File: config.mk
export PLATFORM = sky130hd
export DESIGN_NAME = readout_serializer
export DESIGN_NICKNAME = d
export VERILOG_FILES = /design/src/rtl/psec5_readout_pkg.sv /design/src/rtl/lane_shreg.sv /design/src/rtl/readout_serializer.sv
export SDC_FILE = /design/constraint.sdc
export NUM_CORES = 1
export LEC_CHECK = 0
export ABC_AREA = 1
export CAP_MARGIN = 20
export CORE_ASPECT_RATIO = 1.4
export CORE_UTILIZATION = 25
export DETAILED_ROUTE_END_ITERATION = 8
export PLACE_DENSITY = 0.41
export RECOVER_POWER = 50
export SYNTH_ARGS = -nofsm -noshare
export SYNTH_HDL_FRONTEND = slang
export SYNTH_SLANG_ARGS = --single-unit
File: constraint.sdc
create_clock -name sclk -period 1.8 [get_ports sclk]
set_input_delay 0.36 -clock sclk [delete_from_list [all_inputs] [get_ports sclk]]
set_output_delay 0.36 -clock sclk [all_outputs]
set_load 0.1 [all_outputs]
File: src/rtl/psec5_readout_pkg.sv
// Shared definitions for the readout serializer.
// Holds the control FSM state type, the default channel and word counts,
// and the width of one stored word.
package psec5_readout_pkg;

    localparam int NCH_DEF    = 8;
    localparam int NWORDS_DEF = 8;
    localparam int WORD_W     = 8;

    typedef enum logic [1:0] {
        IDLE  = 2'd0,
        LOAD  = 2'd1,
        SHIFT = 2'd2,
        DONE  = 2'd3
    } rs_state_e;

endpackage

File: src/rtl/lane_shreg.sv
// Single-lane word register: parallel load, right shift, LSB out.
// Ports:
//   i_clk   - clock
//   i_clr   - synchronous clear, highest priority
//   i_load  - capture i_d
//   i_shift - shift right by one, zero fill from the top
//   i_d     - parallel word
//   o_bit   - current serial bit (register bit 0)
module lane_shreg
    import psec5_readout_pkg::*;
(
    input  logic              i_clk,
    input  logic              i_clr,
    input  logic              i_load,
    input  logic              i_shift,
    input  logic [WORD_W-1:0] i_d,
    output logic              o_bit
);

    logic [WORD_W-1:0] r_q;

    always_ff @(posedge i_clk) begin
        if (i_clr) begin
            r_q <= '0;
        end else if (i_load) begin
            r_q <= i_d;
        end else if (i_shift) begin
            r_q <= {1'b0, r_q[WORD_W-1:1]};
        end
    end

    assign o_bit = r_q[0];

endmodule

File: src/rtl/readout_serializer.sv
// Multi-lane readout serializer.
// On a rising inst_readout it streams NWORDS words per channel, LSB first,
// one serial lane per channel, with no gap between words, then pulses done.
// Ports:
//   sclk           - clock
//   rst            - synchronous active-high reset
//   inst_readout   - readout request level (edge detected)
//   inst_rst       - synchronous abort
//   word_data      - per-channel word selected by load_cnt_ser
//   load_cnt_ser   - one-hot word select to channel storage
//   raw_serial_out - per-channel serial bit
//   busy           - readout in progress
//   done           - one-cycle pulse after the final bit
module readout_serializer
    import psec5_readout_pkg::*;
#(
    parameter int NCH    = NCH_DEF,
    parameter int NWORDS = NWORDS_DEF
)
(
    input  logic                          sclk,
    input  logic                          rst,
    input  logic                          inst_readout,
    input  logic                          inst_rst,
    input  logic [NCH-1:0][WORD_W-1:0]    word_data,
    output logic [NWORDS-1:0]             load_cnt_ser,
    output logic [NCH-1:0]                raw_serial_out,
    output logic                          busy,
    output logic                          done
);

    localparam int WCW = (NWORDS > 1) ? $clog2(NWORDS) : 1;
    localparam logic [WCW-1:0] LAST_WORD = WCW'(NWORDS - 1);

    rs_state_e          r_state;
    logic               r_req_d;
    logic [2:0]         r_bit_cnt;
    logic [WCW-1:0]     r_word_cnt;
    logic [NWORDS-1:0]  r_load_sel;
    logic               r_busy;
    logic               r_done;

    logic               w_req_rise;
    logic               w_last_bit;
    logic               w_load;
    logic               w_shift;
    logic               w_clr;
    logic [NCH-1:0]     w_lane_bit;

    assign w_req_rise = inst_readout & ~r_req_d;
    assign w_last_bit = (r_state == SHIFT) && (r_bit_cnt == 3'd7);
    // Lanes capture on the LOAD exit edge and on every word boundary except
    // the last, so the next word follows the previous one without a gap.
    assign w_load     = (r_state == LOAD) || (w_last_bit && (r_word_cnt != LAST_WORD));
    assign w_shift    = (r_state == SHIFT) && !w_load;
    assign w_clr      = rst | inst_rst;

    for (genvar g = 0; g < NCH; g++) begin : g_lane
        lane_shreg u_lane (
            .i_clk   (sclk),
            .i_clr   (w_clr),
            .i_load  (w_load),
            .i_shift (w_shift),
            .i_d     (word_data[g]),
            .o_bit   (w_lane_bit[g])
        );
    end

    always_ff @(posedge sclk) begin
        if (rst) begin
            r_state    <= IDLE;
            r_req_d    <= 1'b0;
            r_bit_cnt  <= '0;
            r_word_cnt <= '0;
            r_load_sel <= '0;
            r_busy     <= 1'b0;
            r_done     <= 1'b0;
        end else begin
            // History always tracks the level, so a request held through an
            // abort or a busy period never starts a readout later.
            r_req_d <= inst_readout;
            if (inst_rst) begin
                r_state    <= IDLE;
                r_bit_cnt  <= '0;
                r_word_cnt <= '0;
                r_load_sel <= '0;
                r_busy     <= 1'b0;
                r_done     <= 1'b0;
            end else begin
                case (r_state)
                    IDLE: begin
                        if (w_req_rise) begin
                            r_state    <= LOAD;
                            r_load_sel <= NWORDS'(1);
                            r_busy     <= 1'b1;
                        end
                    end
                    LOAD: begin
                        r_state    <= SHIFT;
                        r_bit_cnt  <= '0;
                        r_word_cnt <= '0;
                        // Pre-select word 1 so it is ready at the first boundary.
                        r_load_sel <= (LAST_WORD == '0) ? '0 : (r_load_sel << 1);
                    end
                    SHIFT: begin
                        if (r_bit_cnt == 3'd7) begin
                            r_bit_cnt <= '0;
                            if (r_word_cnt == LAST_WORD) begin
                                r_state    <= DONE;
                                r_word_cnt <= '0;
                                r_done     <= 1'b1;
                            end else begin
                                r_word_cnt <= r_word_cnt + WCW'(1);
                                // Nothing left to pre-select once the last word is loaded.
                                r_load_sel <= (r_word_cnt + WCW'(1) == LAST_WORD) ?
                                              '0 : (r_load_sel << 1);
                            end
                        end else begin
                            r_bit_cnt <= r_bit_cnt + 3'd1;
                        end
                    end
                    DONE: begin
                        r_state <= IDLE;
                        r_busy  <= 1'b0;
                        r_done  <= 1'b0;
                    end
                    default: begin
                        r_state <= IDLE;
                        r_busy  <= 1'b0;
                        r_done  <= 1'b0;
                    end
                endcase
            end
        end
    end

    assign load_cnt_ser   = r_load_sel;
    assign raw_serial_out = (r_state == SHIFT) ? w_lane_bit : '0;
    assign busy           = r_busy;
    assign done           = r_done;

endmodule

==> impl_metrics.env <==
export IMPL_status="completed"
export IMPL_setup_viol_count_final=0
export IMPL_rsz0062_at_grt="true"
export IMPL_fin_cells=1011
export IMPL_grtUsageTotal=0.137
export IMPL_slew_limit_headroom=0.638
export IMPL_fp_coreArea_um2=17000
export IMPL_worst_path_max_delay_cell="dfxtp_4"
export IMPL_globalplace_congestion=0.741
export IMPL_worst_path_maximum_fanout=6
export IMPL_grt_pass1_vias=4200
export IMPL_numCtsBuffers=9
export IMPL_timing_fmax_ghz=0.561
export IMPL_io_pins=86
export IMPL_ff_to_ff_end="load_cnt_ser[3]"
export IMPL_synthCells=698
export IMPL_antenna_left=0
export IMPL_syn_cell_area_um2=4390
export IMPL_cellPowerDensity_nw_per_um2=890
export IMPL_num_vias=4298
export IMPL_worst_hold_path_num_cells=2
export IMPL_grt_max_degree=39
export IMPL_ys_seq_elements=83
export IMPL_wirelength_mm=11.7
export IMPL_cts_sinks=83
export IMPL_vertical_die_dimension_um=159
export IMPL_final_util=0.360
export IMPL_design_final_nets=853
export IMPL_start_kind="register"
export IMPL_gr_total_overflow=0
export IMPL_sort_of_element_at_the_end_of_the_critical_path="output pin"
export IMPL_min_delay_worst_endpoint="done"
export IMPL_initial_core_util=0.259
export IMPL_tightestPinTransition_ns=0.546
export IMPL_postSynthNetCount=777
export IMPL_fp_dieArea_um2=18100
export IMPL_remaining_drc_errors=0
export IMPL_place_area_um2=5790
export IMPL_post_route_period_util=0.991
export IMPL_crit_required_ns=1.44
export IMPL_synthToLayoutAreaGrowth_pct=39.2
export IMPL_grt_pass1_wl_mm=20.0
export IMPL_dpl_cell_count=991
export IMPL_p_leak_nw=2.76
export IMPL_avgSynthCellArea_um2=6.28
export IMPL_dieWidth_um=114
export IMPL_holdBufCountCts=0
export IMPL_timing_critical_path_mode_cell="buf_12"
export IMPL_synthesis_yosys_warnings=0
export IMPL_hold_path_class="reg2reg"
export IMPL_worst_setup_path_type="reg2out"
export IMPL_drt_vias_per_instance=4.25
export IMPL_crit_chain="inv_6 > ha_4 > buf_12 > nand2_2 > clkinvlp_4 > buf_12"
export IMPL_max_cap_viol_count=0
export IMPL_final_max_slew_viol_count=0
export IMPL_grt_antenna_before_repair=0
export IMPL_layout_drive_gt1_share=0.113
export IMPL_clkLatencyLatePin_ns=0.34
export IMPL_most_frequent_standard_cell_in_the_layout_excluding_fill_and_tap_cells="nand2_1"
export IMPL_worst_clock_skew_ns=0.00745
export IMPL_hold_violations=0
export IMPL_clk_pin_slew_ns=0.06
export IMPL_crit_reg2reg_launch="r_state[0]"
export IMPL_synthDistinctLibCells=20
export IMPL_placementRows=56
export IMPL_route_detailed_wl_per_inst_um=11.6
export IMPL_start_point_of_the_worst_min_delay_path="done"
export IMPL_layout_cells_most_common_list="nand2_1 (154), nor2_1 (135), nand3_1 (128), inv_1 (84), dfxtp_1 (81)"
export IMPL_cts_root_buf="clkbuf_16"
export IMPL_antenna_cells=0
export IMPL_rr_worst_depth=10
export IMPL_cp_slowest_stage_delay_ns=0.37
export IMPL_cts_htree_levels=3
export IMPL_rrSetupSlack_ns=0.19
export IMPL_worst_ir_drop_vdd_uv=399
export IMPL_finish_instance_area_um2=6110
export IMPL_io_buffers=85
export IMPL_seq_area_frac_synth=0.379
export IMPL_final_hpwl_dp_mm=7.95
export IMPL_finalCriticalPeriod_ns=1.78
export IMPL_detail_route_first_pass_iterations=4
export IMPL_tritoncts="done"
export IMPL_cts_root_to_sink_buffers=2
export IMPL_cp_arrival_ns=1.42
export IMPL_detail_route_iter0_violations=136
[synth_stat cells]
library cell,count,area share
nand2_1,162,0.14
buf_6,5,0.013
a21boi_0,1,0.0017
nand2_4,2,0.0051
buf_2,22,0.025
o21ai_0,13,0.015
buf_4,4,0.0068
o21a_1,1,0.0017
clkbuf_1,13,0.011
dfxtp_1,83,0.38
a21oi_4,1,0.0037
inv_1,94,0.080
or2_2,1,0.0014
inv_2,2,0.0017
nand3_1,128,0.15
nor3_1,2,0.0023
ha_1,11,0.031
a21oi_1,17,0.019
nand2_2,1,0.0014
nor2_1,135,0.12
[repair_timing]
action,in CTS,in global routing
cloned,0,0
setup endpoints to repair,8,30
setup buffers,1,3
gates resized for setup,16,10
pin swaps,1,2
[state kept, by name (all words and copies together), names as in the netlist]
signal and flops:
r_state 2, g_lane.u_lane.r_q 64, load_cnt_ser 8, r_bit_cnt 3
done 1, busy 1, r_req_d 1, r_word_cnt 3
[critical path, delay by kind of cell (launching register included)]
kind | cells | cell delay (ns)
adders and majority gates | 1 | 0.18
and+or+nand+nor | 1 | 0.08
DFF | 1 | 0.37
buffers and inverters | 4 | 0.46
[routing by layer]
| metal | GRT usage | routed length, um | vias to the layer above |
|---|---|---|---|
| met2 | 0.231 | 5630 | 74 |
| li1 | - | - | 2300 |
| met1 | 0.168 | 5520 | 1913 |
| met4 | 0.0561 | 197 | 0 |
| met5 | 0 | 0 | - |
| met3 | 0.0244 | 396 | 11 |
[per-stage QoR]
step           setup slack, ns  hold WS (ns)  total power [mW]  setup TNS [ns]
2_1_floorplan         -0.00775         0.431              2.89         -0.0387
3_3_place_gp             0.155         0.464              3.36               0
3_5_place_dp             0.117         0.468              3.37               0
4_1_cts               0.000341         0.477              5.55               0
5_1_grt                -0.0283         0.509              5.76          -0.119
6_report                0.0169         0.469              5.44               0
[kinds of logic after synthesis]
family                   share of synthesized area
buffers and inverters                        0.138
flip-flops                                   0.379
adder cells (fa/ha/maj)                     0.0314
AND/OR/NAND/NOR                              0.410
AO/OA/AOI/OAI                               0.0414
[layout make-up]
type	instances	area (um2)
Timing Repair Buffer	109	1210
Sequential cell	83	1670
Inverter	96	395
Tap cell	232	290
Clock inverter	6	114
Fill cell	1866	10900
Clock buffer	10	229
Multi-Input combinational cell	475	2200
[worst max path at each step]
stage                        endpoint  depth (start not counted)        from  slack [ns]
global placement      load_cnt_ser[1]                          9  r_state[0]        0.15
global route        raw_serial_out[6]                          6  r_state[0]       -0.03
detailed placement    load_cnt_ser[3]                          9  r_state[0]        0.12
finish              raw_serial_out[6]                          6  r_state[0]        0.02
floorplan           raw_serial_out[3]                          6  r_state[0]      -0.008
CTS                 raw_serial_out[3]                          6  r_state[0]      0.0003
[report_power, final]
part / internal (mW) / total, mW / switching (mW) / leakage (nW)
clock: 1.36 / 2.13 / 0.766 / 0.159
combinational: 0.549 / 1.29 / 0.744 / 1.93
sequential: 1.95 / 2.02 / 0.0671 / 0.675
total: 3.86 / 5.44 / 1.58 / 2.76
No activity file was read; power rests on OpenSTA's default activity.
